### src/rtl/mem_port_arbiter.sv
// Shares one fixed-latency single-ported memory between the fetch and data ports.
// Optional macro ARB_ROUND_ROBIN_EN: alternate grants on ties instead of fixed data-first priority.
module mem_port_arbiter #(
  parameter int ADDR_W  = 32,
  parameter int DATA_W  = 32,
  parameter int MEM_LAT = 2
) (
  input  logic              clk,
  input  logic              reset,
  input  logic              if_req,
  input  logic [ADDR_W-1:0] if_addr,
  output logic [DATA_W-1:0] if_rdata,
  output logic              if_ready,
  input  logic              d_req,
  input  logic              d_we,
  input  logic [ADDR_W-1:0] d_addr,
  input  logic [DATA_W-1:0] d_wdata,
  output logic [DATA_W-1:0] d_rdata,
  output logic              d_ready,
  output logic              stall_if,
  output logic              stall_d,
  output logic              mem_en,
  output logic              mem_we,
  output logic [ADDR_W-1:0] mem_addr,
  output logic [DATA_W-1:0] mem_wdata,
  input  logic [DATA_W-1:0] mem_rdata
);

  localparam int CNT_W = $clog2(MEM_LAT + 1);
  localparam logic [CNT_W-1:0] CNT_LOAD = CNT_W'(MEM_LAT - 1);
  localparam logic OWN_I = 1'b0;
  localparam logic OWN_D = 1'b1;

  typedef enum logic [1:0] {
    IDLE = 2'd0,
    BUSY = 2'd1,
    RESP = 2'd2
  } state_e;

  state_e            state_q, state_d;
  logic              owner_q, owner_d;
  logic [CNT_W-1:0]  cnt_q, cnt_d;
  logic              mem_en_q, mem_en_d;
  logic              mem_we_q, mem_we_d;
  logic [ADDR_W-1:0] mem_addr_q, mem_addr_d;
  logic [DATA_W-1:0] mem_wdata_q, mem_wdata_d;
  logic [DATA_W-1:0] if_rdata_q, if_rdata_d;
  logic [DATA_W-1:0] d_rdata_q, d_rdata_d;
  logic              if_ready_q, if_ready_d;
  logic              d_ready_q, d_ready_d;
  logic              grant_d;

`ifdef ARB_ROUND_ROBIN_EN
  // Resets to D so that the very first tie goes to the fetch port.
  logic last_grant_q, last_grant_d;

  always_comb begin
    if (if_req && d_req) begin
      grant_d = (last_grant_q == OWN_I);
    end else begin
      grant_d = d_req;
    end
  end

  always_comb begin
    last_grant_d = last_grant_q;
    if (state_q == IDLE && (if_req || d_req)) begin
      last_grant_d = grant_d ? OWN_D : OWN_I;
    end
  end

  always_ff @(posedge clk or negedge reset) begin
    if (!reset) begin
      last_grant_q <= OWN_D;
    end else begin
      last_grant_q <= last_grant_d;
    end
  end
`else
  // Data port always wins a tie; the fetch port can starve.
  always_comb begin
    grant_d = d_req;
  end
`endif

  always_comb begin
    state_d     = state_q;
    owner_d     = owner_q;
    cnt_d       = cnt_q;
    mem_en_d    = mem_en_q;
    mem_we_d    = mem_we_q;
    mem_addr_d  = mem_addr_q;
    mem_wdata_d = mem_wdata_q;
    if_rdata_d  = if_rdata_q;
    d_rdata_d   = d_rdata_q;
    if_ready_d  = 1'b0;
    d_ready_d   = 1'b0;

    case (state_q)
      IDLE: begin
        if (if_req || d_req) begin
          owner_d     = grant_d ? OWN_D : OWN_I;
          mem_en_d    = 1'b1;
          mem_we_d    = grant_d & d_we;
          mem_addr_d  = grant_d ? d_addr : if_addr;
          mem_wdata_d = grant_d ? d_wdata : '0;
          cnt_d       = CNT_LOAD;
          state_d     = BUSY;
        end
      end

      BUSY: begin
        if (cnt_q == '0) begin
          // mem_we_q still tells a store apart from a load in this last cycle.
          if (owner_q == OWN_I) begin
            if_rdata_d = mem_rdata;
            if_ready_d = 1'b1;
          end else begin
            if (!mem_we_q) begin
              d_rdata_d = mem_rdata;
            end
            d_ready_d = 1'b1;
          end
          mem_en_d = 1'b0;
          mem_we_d = 1'b0;
          state_d  = RESP;
        end else begin
          cnt_d = cnt_q - 1'b1;
        end
      end

      RESP: begin
        state_d = IDLE;
      end

      default: begin
        state_d  = IDLE;
        mem_en_d = 1'b0;
        mem_we_d = 1'b0;
      end
    endcase
  end

  always_ff @(posedge clk or negedge reset) begin
    if (!reset) begin
      state_q     <= IDLE;
      owner_q     <= OWN_I;
      cnt_q       <= '0;
      mem_en_q    <= 1'b0;
      mem_we_q    <= 1'b0;
      mem_addr_q  <= '0;
      mem_wdata_q <= '0;
      if_rdata_q  <= '0;
      d_rdata_q   <= '0;
      if_ready_q  <= 1'b0;
      d_ready_q   <= 1'b0;
    end else begin
      state_q     <= state_d;
      owner_q     <= owner_d;
      cnt_q       <= cnt_d;
      mem_en_q    <= mem_en_d;
      mem_we_q    <= mem_we_d;
      mem_addr_q  <= mem_addr_d;
      mem_wdata_q <= mem_wdata_d;
      if_rdata_q  <= if_rdata_d;
      d_rdata_q   <= d_rdata_d;
      if_ready_q  <= if_ready_d;
      d_ready_q   <= d_ready_d;
    end
  end

  assign mem_en    = mem_en_q;
  assign mem_we    = mem_we_q;
  assign mem_addr  = mem_addr_q;
  assign mem_wdata = mem_wdata_q;
  assign if_rdata  = if_rdata_q;
  assign d_rdata   = d_rdata_q;
  assign if_ready  = if_ready_q;
  assign d_ready   = d_ready_q;

  // Stalls must follow the request combinationally so the PC freezes in the request cycle.
  assign stall_if = if_req & ~if_ready_q;
  assign stall_d  = d_req & ~d_ready_q;

endmodule

### config.mk
export PLATFORM = sky130hd
export DESIGN_NAME = mem_port_arbiter
export DESIGN_NICKNAME = d
export VERILOG_FILES = /design/src/rtl/mem_port_arbiter.sv
export SDC_FILE = /design/constraint.sdc
export NUM_CORES = 1
export LEC_CHECK = 0
export BUFFER_PORTS_ARGS = -buffer_cell sky130_fd_sc_hd__buf_2
export CAP_MARGIN = 30
export CORE_MARGIN = 10
export CORE_UTILIZATION = 35
export CTS_CLUSTER_SIZE = 10
export DETAILED_ROUTE_END_ITERATION = 16
export SETUP_SLACK_MARGIN = 0.02
export SYNTH_ARGS = -nofsm -noshare
export SYNTH_HDL_FRONTEND = slang
export SYNTH_SLANG_ARGS = --single-unit
### constraint.sdc
create_clock -name clk -period 1.95 [get_ports clk]
set_clock_uncertainty 0.05 [all_clocks]
set_input_delay 0 -clock clk [delete_from_list [all_inputs] [get_ports clk]]
set_output_delay 0 -clock clk [all_outputs]
set_load 0.02 [all_outputs]
# [Word-level counts from Yosys, hierarchy flattened]
# Cells that the tools add are included.
[op_classes] add_sub_neg=1 mul=0 div_mod_pow=0 n_lt_le_gt_ge=0 eq_ne=5 shifts=0 n_mux=19 bitwise=8 reduce_logical=10
[ops] op="2-to-1 mux 32 bit" n=2
[ops] op="2-to-1 mux 1 bit" n=10
[ops] op="AND reduction 3 bit" n=3
[ops] op="one-hot mux 2 bit (2 select lines)" n=2
[ops] op="2-to-1 mux 2 bit" n=3
[ops] op="inequality test 2 bit (second input constant)" n=3
[ops] op="one-hot mux 1 bit (3 select lines)" n=2
[ops] op="inverter 1 bit" n=5
[ops] op="zero test 2 bit" n=2
[ops] op="AND reduction 2 bit" n=2
[ops] op="AND reduction 4 bit" n=1
[ops] op="AND 1 bit" n=3
[ops] op="== test 2 x 1 -> 1 bit (second input constant)" n=1
[ops] op="== test 2 bit (second input constant)" n=1
[ops] op="nonzero test 2 bit" n=1
[ops] op="subtractor 2 x 1 -> 2 bit (second input constant)" n=1
[ops] op="logical OR 1 bit" n=1
[word_totals] regBits=137 latchBits=0 mem_bits_rw=0 rom_bits=0 output_inout_bits=134 elab_cells=54 mem_count=0

# [Longest topological paths before layout]
# Gate-level depths: netlist of run 1.
[logic_depth] ltp_word=3 ltp_mapped=6 depth_no_buf=5

# [Worst setup path before layout of run 1]
# Ideal clock, no wire load.
[synth_path] path_type="flip-flop to flip-flop" startpoint="reg cnt_q[0]" endpoint="reg d_rdata_q[10] (netlist: d_rdata[10])" setup_ps=125 arrival_time_ps=1518 t_required_ps=1775 slack_ps=258 stages_incl_launch_ff=7 n_path_buf=1 period_less_slack_ps=1692 path_cell_list="dfrtp_1 inv_1 ha_1 nand3b_4 nor3b_4 buf_6 mux2_2"
[synth_via] elab_chain_cells=2
[synth_rtl] item="from (decl)" line_no="42" text="logic [CNT_W-1:0] cnt_q, cnt_d;"
[synth_rtl] item="from (signal assigned)" line_no="160" text="cnt_q <= cnt_d;"
[synth_rtl] item="zero test 2 bit" line_no="113" text="if (cnt_q == '0) begin"
[synth_rtl] item="AND reduction 4 bit (no line)"
[synth_rtl] item="to (signal assigned)" line_no="166" text="d_rdata_q <= d_rdata_d;"
[synth_rtl] item="to (decl)" line_no="48" text="logic [DATA_W-1:0] d_rdata_q, d_rdata_d;"
# No other way between the ends.
# A chain may end at the register's enable or synchronous reset.

# [Worst setup path after layout of run 1]
[layout_path] startpoint="in d_req" endpoint="reg mem_addr_q[24] (netlist: mem_addr[24])"
[layout_via] elab_chain_cells=2 elab_cells_between_ends=3 cone_classes="mux: 1; reduce/logical: 2"
[layout_rtl] item="from (decl)" line_no="14" text="input logic d_req,"
[layout_rtl] item="logical OR 1 bit" line_no="101" text="if (if_req || d_req) begin"
[layout_rtl] item="AND reduction 2 bit (no line)"
[layout_rtl] item="to (signal assigned)" line_no="163" text="mem_addr_q <= mem_addr_d;"
[layout_rtl] item="to (decl)" line_no="45" text="logic [ADDR_W-1:0] mem_addr_q, mem_addr_d;"
# Several ways; a longest one is shown, not always the timed one.

==> impl_metrics.toml, run 1 <==
[detailed_routing]
drc = 0
routedWlPerCell_um = 18.05
ant_nets = 0
dr.first_iter.drc_count = 116
dr.pass1.iters = 4
via_per_inst = 4.766
wirelength_um = 18130
vias = 4785

[setup_path]
crit_top_cell = "dlygate4sd3_1"
slowest_delay_ns = 0.58
critPathBufInv = 4
cp_max_fo = 34
crit_family = "buffers and inverters"
cp-startpoint = "d_req"
crit_path_end_kind = "register"
cp-start-kind = "input pin"
crit_chain = "dlygate4sd3_1 > buf_2 > buf_4 > mux2i_1 > dlygate4sd3_1 > a31oi_1"
crit_slowest_cell = "dlygate4sd3_1"
arrival_ns = 2.06
reg2reg_from = "cnt_q[0]"
critical_path_required_ns = 2.16
path_class = "input pin to register"

[cts]
cts_resized = 0
cts_max_path_buffers = 2
cts_tree = "done"
ctsHoldBuffers = 132
clkLatencyLatePin_ns = 0.41
postCtsSetupRepairBufs = 0
cts.sinks = 137
clockRootBuffer = "clkbuf_16"
clkTransAtPathRegs_ns = 0.06
cts_buffers = 17
cts.htree.levels = 4

[synth]
synth_area_leaders = "dfrtp_1 (62%), mux2_2 (12%), mux2i_1 (6.0%), a22o_1 (5.1%), a31oi_1 (3.6%)"
synth_fp_nets = 522
synth_top_area_share_pct = 62.24
netlist_area_sq_um = 5508
yosysMostFrequentCell = "dfrtp_1"
yosysWarnings = 0
syn_inst = 387
syn_avg_cell_area_sq_um = 14.23
synth_cell_type_count = 30
synth.largest_area_cell = "dfrtp_1"
synth-main-ff-cell = "dfrtp_1"
ys_top_cells_by_count = "dfrtp_1 (137), mux2_2 (60), mux2i_1 (33)"
synth_edf_count = 0
synthArstFlopShare_pct = 100.0
synth_seq_cells = 137
ys_seq_area_share_pct = 62.24

[timing]
hold_viol = 0
fin_crit_ns = 1.848
relSlewSlack_pct = 54.00
fmax_ghz = 0.5410
setup_viol_count_final = 0
fin_crit_sh_pct = 94.79
rsz0062_at_grt = "false"
worst_pin_slew_ns = 0.6875
finalSetupTns_ns = 0
drv_slew = 0

[global_route]
grt.total_usage_pct = 17.13
grt_start_max_net_pins = 67
grt_pass1_vias = 5422
antenna_found_initial = 0
overflow = 0
grt_pass1_wl_um = 29500

[floorplanning]
start_util_pct = 35.96
die_h_um = 145.4
die_x_um = 145.4
ios = 267
design.core.area_sq_um = 15310
rows = 45
fp.dieArea_sq_um = 21150

[place]
dpl_cell_area_sq_um = 7053
portBuffers = 266
hpwlAfterDp_um = 12300
dp_cells = 841
routabilityCongestion = 0.7781

[finish]
n_antenna_cell = 0
nFillCells = 1272
drive_gt1_share_pct = 46.91
finalNonFillerCells = 1004
finalInstanceArea_sq_um = 8977
layout.nets = 916
syn_to_final_growth_pct = 62.99

[power_and_ir_drop]
leakagePower_nw = 4.377
powerDensity_nw_per_um2 = 1623
irDropWorstVdd_mv = 0.6478

[job]
cap_violations = 0

[min_path]
hp-class = "input pin to async pin"

[status]
status = "finished clean"
## final cells by class
class	instances	area, sq um	area share [%]
flip-flops and latches	137	3428	38.19
repair buffers	406	2781	30.98
multi-input cells	216	1889	21.05
clock buffers	19	452.9	5.045
well taps	211	264.0	2.941
clock inverters	12	150.1	1.672
inverters	3	11.26	0.1254
## registers in the layout, indices dropped and copies added (netlist names)
register	cells
mem_we	1
if_ready	1
mem_addr	32
d_ready	1
state_q	2
cnt_q	2
mem_wdata	32
owner_q	1
if_rdata	32
mem_en	1
d_rdata	32
## worst paths after layout
path | endpoint | slack (ns) | depth (start not counted)
setup / recovery | mem_addr[24] | 0.10 | 6
hold / removal | mem_wdata[20] | 0.13 | 2
hold reg to reg | mem_en | 0.44 | 2
setup reg to reg | d_rdata[16] | 0.16 | 6
max in group asynchronous | mem_addr[27] | 1.08 | 3
min in group clk | mem_wdata[7] | 0.30 | 3
## placed cells by master (no fill, tap or decap), types with 2 or more instances in the layout
master	n
a22o_1	32
bufinv_16	3
a31oi_1	32
buf_4	3
mux2_1	4
nor2b_1	3
clkbuf_8	2
clkinvlp_4	3
and2_1	2
dfrtp_1	137
ha_1	2
buf_2	265
clkbuf_16	17
inv_1	3
mux2_2	60
nor2_4	2
dlygate4sd3_1	132
buf_12	5
mux2i_1	33
a21oi_1	32
clkinv_4	2
nand2_1	2
clkinv_2	4
## report_power, final
| part | internal (mW) | total, mW | switching [mW] |
|---|---|---|---|
| logic | 2.60 | 6.32 | 3.72 |
| registers | 4.22 | 5.02 | 0.797 |
| clock network | 2.06 | 3.24 | 1.17 |
## worst reg2reg max path: cells and delay by family, from the launching register on
| family | cells | cell delay, ns |
|---|---|---|
| flops | 1 | 0.36 |
| mux | 1 | 0.39 |
| buf+inv | 2 | 0.34 |
| simple gates | 2 | 0.33 |
| fa+ha+maj | 1 | 0.21 |
## layer usage
layer | vias up | global-route usage (%) | part of all wire, %
met5 | - | 0 | 0
met1 | 2331 | 19.56 | 41
met3 | 21 | 6.768 | 8.5
met4 | 0 | 5.612 | 1.8
met2 | 215 | 28.72 | 49
li1 | 2218 | - | -
## logic make-up after synthesis
family | after synthesis | share of synthesized area [%]
simple gates | 16 | 2.181
flops | 137 | 62.24
fa+ha+maj | 2 | 0.4543
mux | 97 | 19.08
compound gates | 101 | 12.36
buf+inv | 34 | 3.680
## stage by stage
step / hold slack [ns] / util (%) / total power, mW / setup slack [ns]
CTS: 0.1298 / 58.62 / 14.73 / 0.1399
global placement: -0.0003442 / 46.05 / 11.04 / 0.1952
global route: 0.1704 / 58.62 / 15.47 / 0.02179
floorplan: -0.3456 / - / 8.876 / 0.2576
detailed placement: 0.001532 / 46.05 / 11.21 / 0.1470
finish: 0.1338 / 58.62 / 14.57 / 0.1017
Note: power is estimated with default switching activity, not from simulation.
==> inputs of run 2 (changes only) <==
- ABC_AREA: default -> 1
==> run 2 against run 1 <==
Final cell count up 31%; count of clock-buffer cells in the layout up 2; sequential cell count unchanged; global-route usage increased by 1.3 points; area after synthesis grew 3.2%; register-to-register slack improved by 0.23 ns; via count is 21% higher; sequential power is 2% lower.
==> impl_metrics.toml, run 2 <==
[setup_path]
critPathBufInv = 2
arrival_ns = 1.86
crit_top_cell = "nand2_1"
crit_chain = "inv_1 > ha_1 > nand3_2 > inv_2 > nand2_1 > nand2_1"
crit_slowest_cell = "inv_2"
path_class = "register to register"
crit_family = "buffers and inverters"
crit_path_end_kind = "register"
critical_path_required_ns = 2.25
cp-start-kind = "register"
cp_max_fo = 33
slowest_delay_ns = 0.45

[power_and_ir_drop]
p_comb_share_pct = 42.5
leakagePower_nw = 5.275
p_int_mw = 8.817
irDropWorstVdd_mv = 0.6976
clkPwrFrac_pct = 24.8
powerDensity_nw_per_um2 = 1633
seq_power_share_pct = 32.6
p_switching_mw = 6.276
p_sw_share_pct = 41.58

[detailed_routing]
ant_nets = 0
drc = 0
vias = 5783
routedWlPerCell_um = 15.22
dr.first_iter.drc_count = 315
wirelength_um = 20060
via_per_inst = 4.388
dr.pass1.iters = 5

[synth]
ys_top_cells_by_count = "nand2_1 (463), dfrtp_1 (137), nand3_1 (37)"
syn_inst = 700
synth_top_area_share_pct = 60.29
ys_seq_area_share_pct = 60.29
syn_avg_cell_area_sq_um = 8.124
synth.largest_area_cell = "dfrtp_1"
synth_area_leaders = "dfrtp_1 (60%), nand2_1 (31%), nand3_1 (3.3%), buf_2 (1.5%), buf_4 (0.92%)"
netlist_area_sq_um = 5687
synthArstFlopShare_pct = 100.0
synth_fp_nets = 835
synth_edf_count = 0
synth_cell_type_count = 19
synth-main-ff-cell = "dfrtp_1"
synth_seq_cells = 137
yosysMostFrequentCell = "nand2_1"
yosysWarnings = 0

[cts]
clockRootBuffer = "clkbuf_16"
cts_tree = "done"
cts_resized = 0
cts_max_path_buffers = 2
cts_buffers = 17
cts.htree.levels = 4
postCtsSetupRepairBufs = 0
clkTransAtPathRegs_ns = 0.06
cts.sinks = 137
clkLatencyLatePin_ns = 0.41

[min_path]
hp-class = "input pin to async pin"

[timing]
fmax_ghz = 0.6422
worst_pin_slew_ns = 0.7230
finalSetupTns_ns = 0
fin_crit_sh_pct = 79.85
fin_hold_ws_ns = 0.003591
relSlewSlack_pct = 51.80
setup_viol_count_final = 0
fin_crit_ns = 1.557
drv_slew = 0
rsz0062_at_grt = "false"
hold_viol = 0

[place]
routabilityCongestion = 0.8122
portBuffers = 266
hpwlAfterDp_um = 13420

[global_route]
overflow = 0
antenna_found_initial = 0
grt_pass1_wl_um = 32350
grt_start_max_net_pins = 67
grt.total_usage_pct = 18.42
grt_pass1_vias = 6172

[finish]
layout_common_cells = "nand2_1 (463), buf_2 (265), dfrtp_1 (137)"
syn_to_final_growth_pct = 62.51
drive_gt1_share_pct = 28.68
n_antenna_cell = 0
nFillCells = 1446
final_common_cell = "nand2_1"
layout.nets = 1224

[floorplanning]
design.core.area_sq_um = 15890
die_h_um = 147.5
start_util_pct = 35.80
ios = 267
die_x_um = 147.5
fp.dieArea_sq_um = 21750
rows = 46

[job]
cap_violations = 0

[status]
status = "finished clean"
## run 2: cell types whose count changed in the layout (fill, tap and decap cells not counted), sizes merged, moves of 3 or more
cell,delta
a21oi,-33
bufinv,+3
mux2,-64
nand3,+38
a31oi,-32
inv,+8
nor2,+6
nor2b,-3
nand2,+460
mux2i,-33
a22o,-32
## run 2: worst paths after layout
| kind | start | end | slack (ns) | cells past startpoint |
|---|---|---|---|---|
| hold reg to reg | d_rdata[21] | d_rdata[21] | 0.41 | 2 |
| setup / recovery | cnt_q[0] | if_rdata[23] | 0.39 | 6 |
| max in group asynchronous | reset | state_q[1] | 1.23 | 3 |
| min in group clk | if_req | mem_we | 0.03 | 6 |
| setup reg to reg | cnt_q[0] | if_rdata[23] | 0.39 | 6 |
| hold / removal | reset | mem_addr[18] | 0.004 | 2 |
## run 2: cell families (layout without fill, tap and decap cells)
kind of cell / Yosys count / in the layout / synth area share (%)
AO/OA/AOI/OAI: 2 / 2 / 0.2420
AND/OR/NAND/NOR: 511 / 511 / 35.03
adder cells (fa/ha/maj): 2 / 2 / 0.4400
buffers and inverters: 48 / 450 / 4.004
flip-flops: 137 / 137 / 60.29
## run 2: layer usage
metal  routed length [um]  vias up  track usage (%)
li1                     -     2908                -
met1                 8014     2626            20.69
met2                10020      202            31.36
met3                 1294       47            5.281
met4                  735        0            9.217
met5                    0        -                0
## run 2: worst register-to-register path, delay by kind of cell, from the launching register on
kind / cells / cell delay (ns)
adders and majority gates: 1 / 0.20
buffers and inverters: 2 / 0.53
DFF: 1 / 0.39
and+or+nand+nor: 3 / 0.32
## run 2: layout make-up
cell class                 count  area [sq um]  share of cell area, %
clock buffer                  21         480.5                  5.199
clock inverter                11         215.2                  2.329
sequential                   137          3428                  37.10
inverter                      12         45.04                 0.4874
multi-input combinational    515          2038                  22.06
tap                          216         270.3                  2.924
timing repair buffer         406          2764                  29.91
## run 2: what timing repair did
item	CTS	global route
setup endpoints to repair	0	0
hold endpoints to repair	266	0
hold buffers	130	0
## run 2: power by group through the flow
| stage | Combinational [mW] | Sequential (mW) | Clock [mW] |
|---|---|---|---|
| floorplan | 2.30 | 6.52 | 0 |
| global placement | 6.20 | 4.94 | 0 |
| detailed placement | 6.29 | 4.93 | 0 |
| CTS | 6.52 | 4.91 | 3.82 |
| global route | 7.10 | 5.09 | 3.97 |
| finish | 6.42 | 4.92 | 3.75 |
## run 2: metrics by stage
step	instances	total power [mW]	setup WS, ns	instance area, sq um	utilization (%)
5_1_grt	1318	16.16	0.1949	9241	58.18
3_5_place_dp	1156	11.22	0.3743	7244	45.60
3_3_place_gp	1155	11.13	0.3457	7224	45.48
2_1_floorplan	700	8.813	0.6997	5687	-
4_1_cts	1318	15.26	0.3660	9241	58.18
6_report	1318	15.09	0.3929	9241	58.18
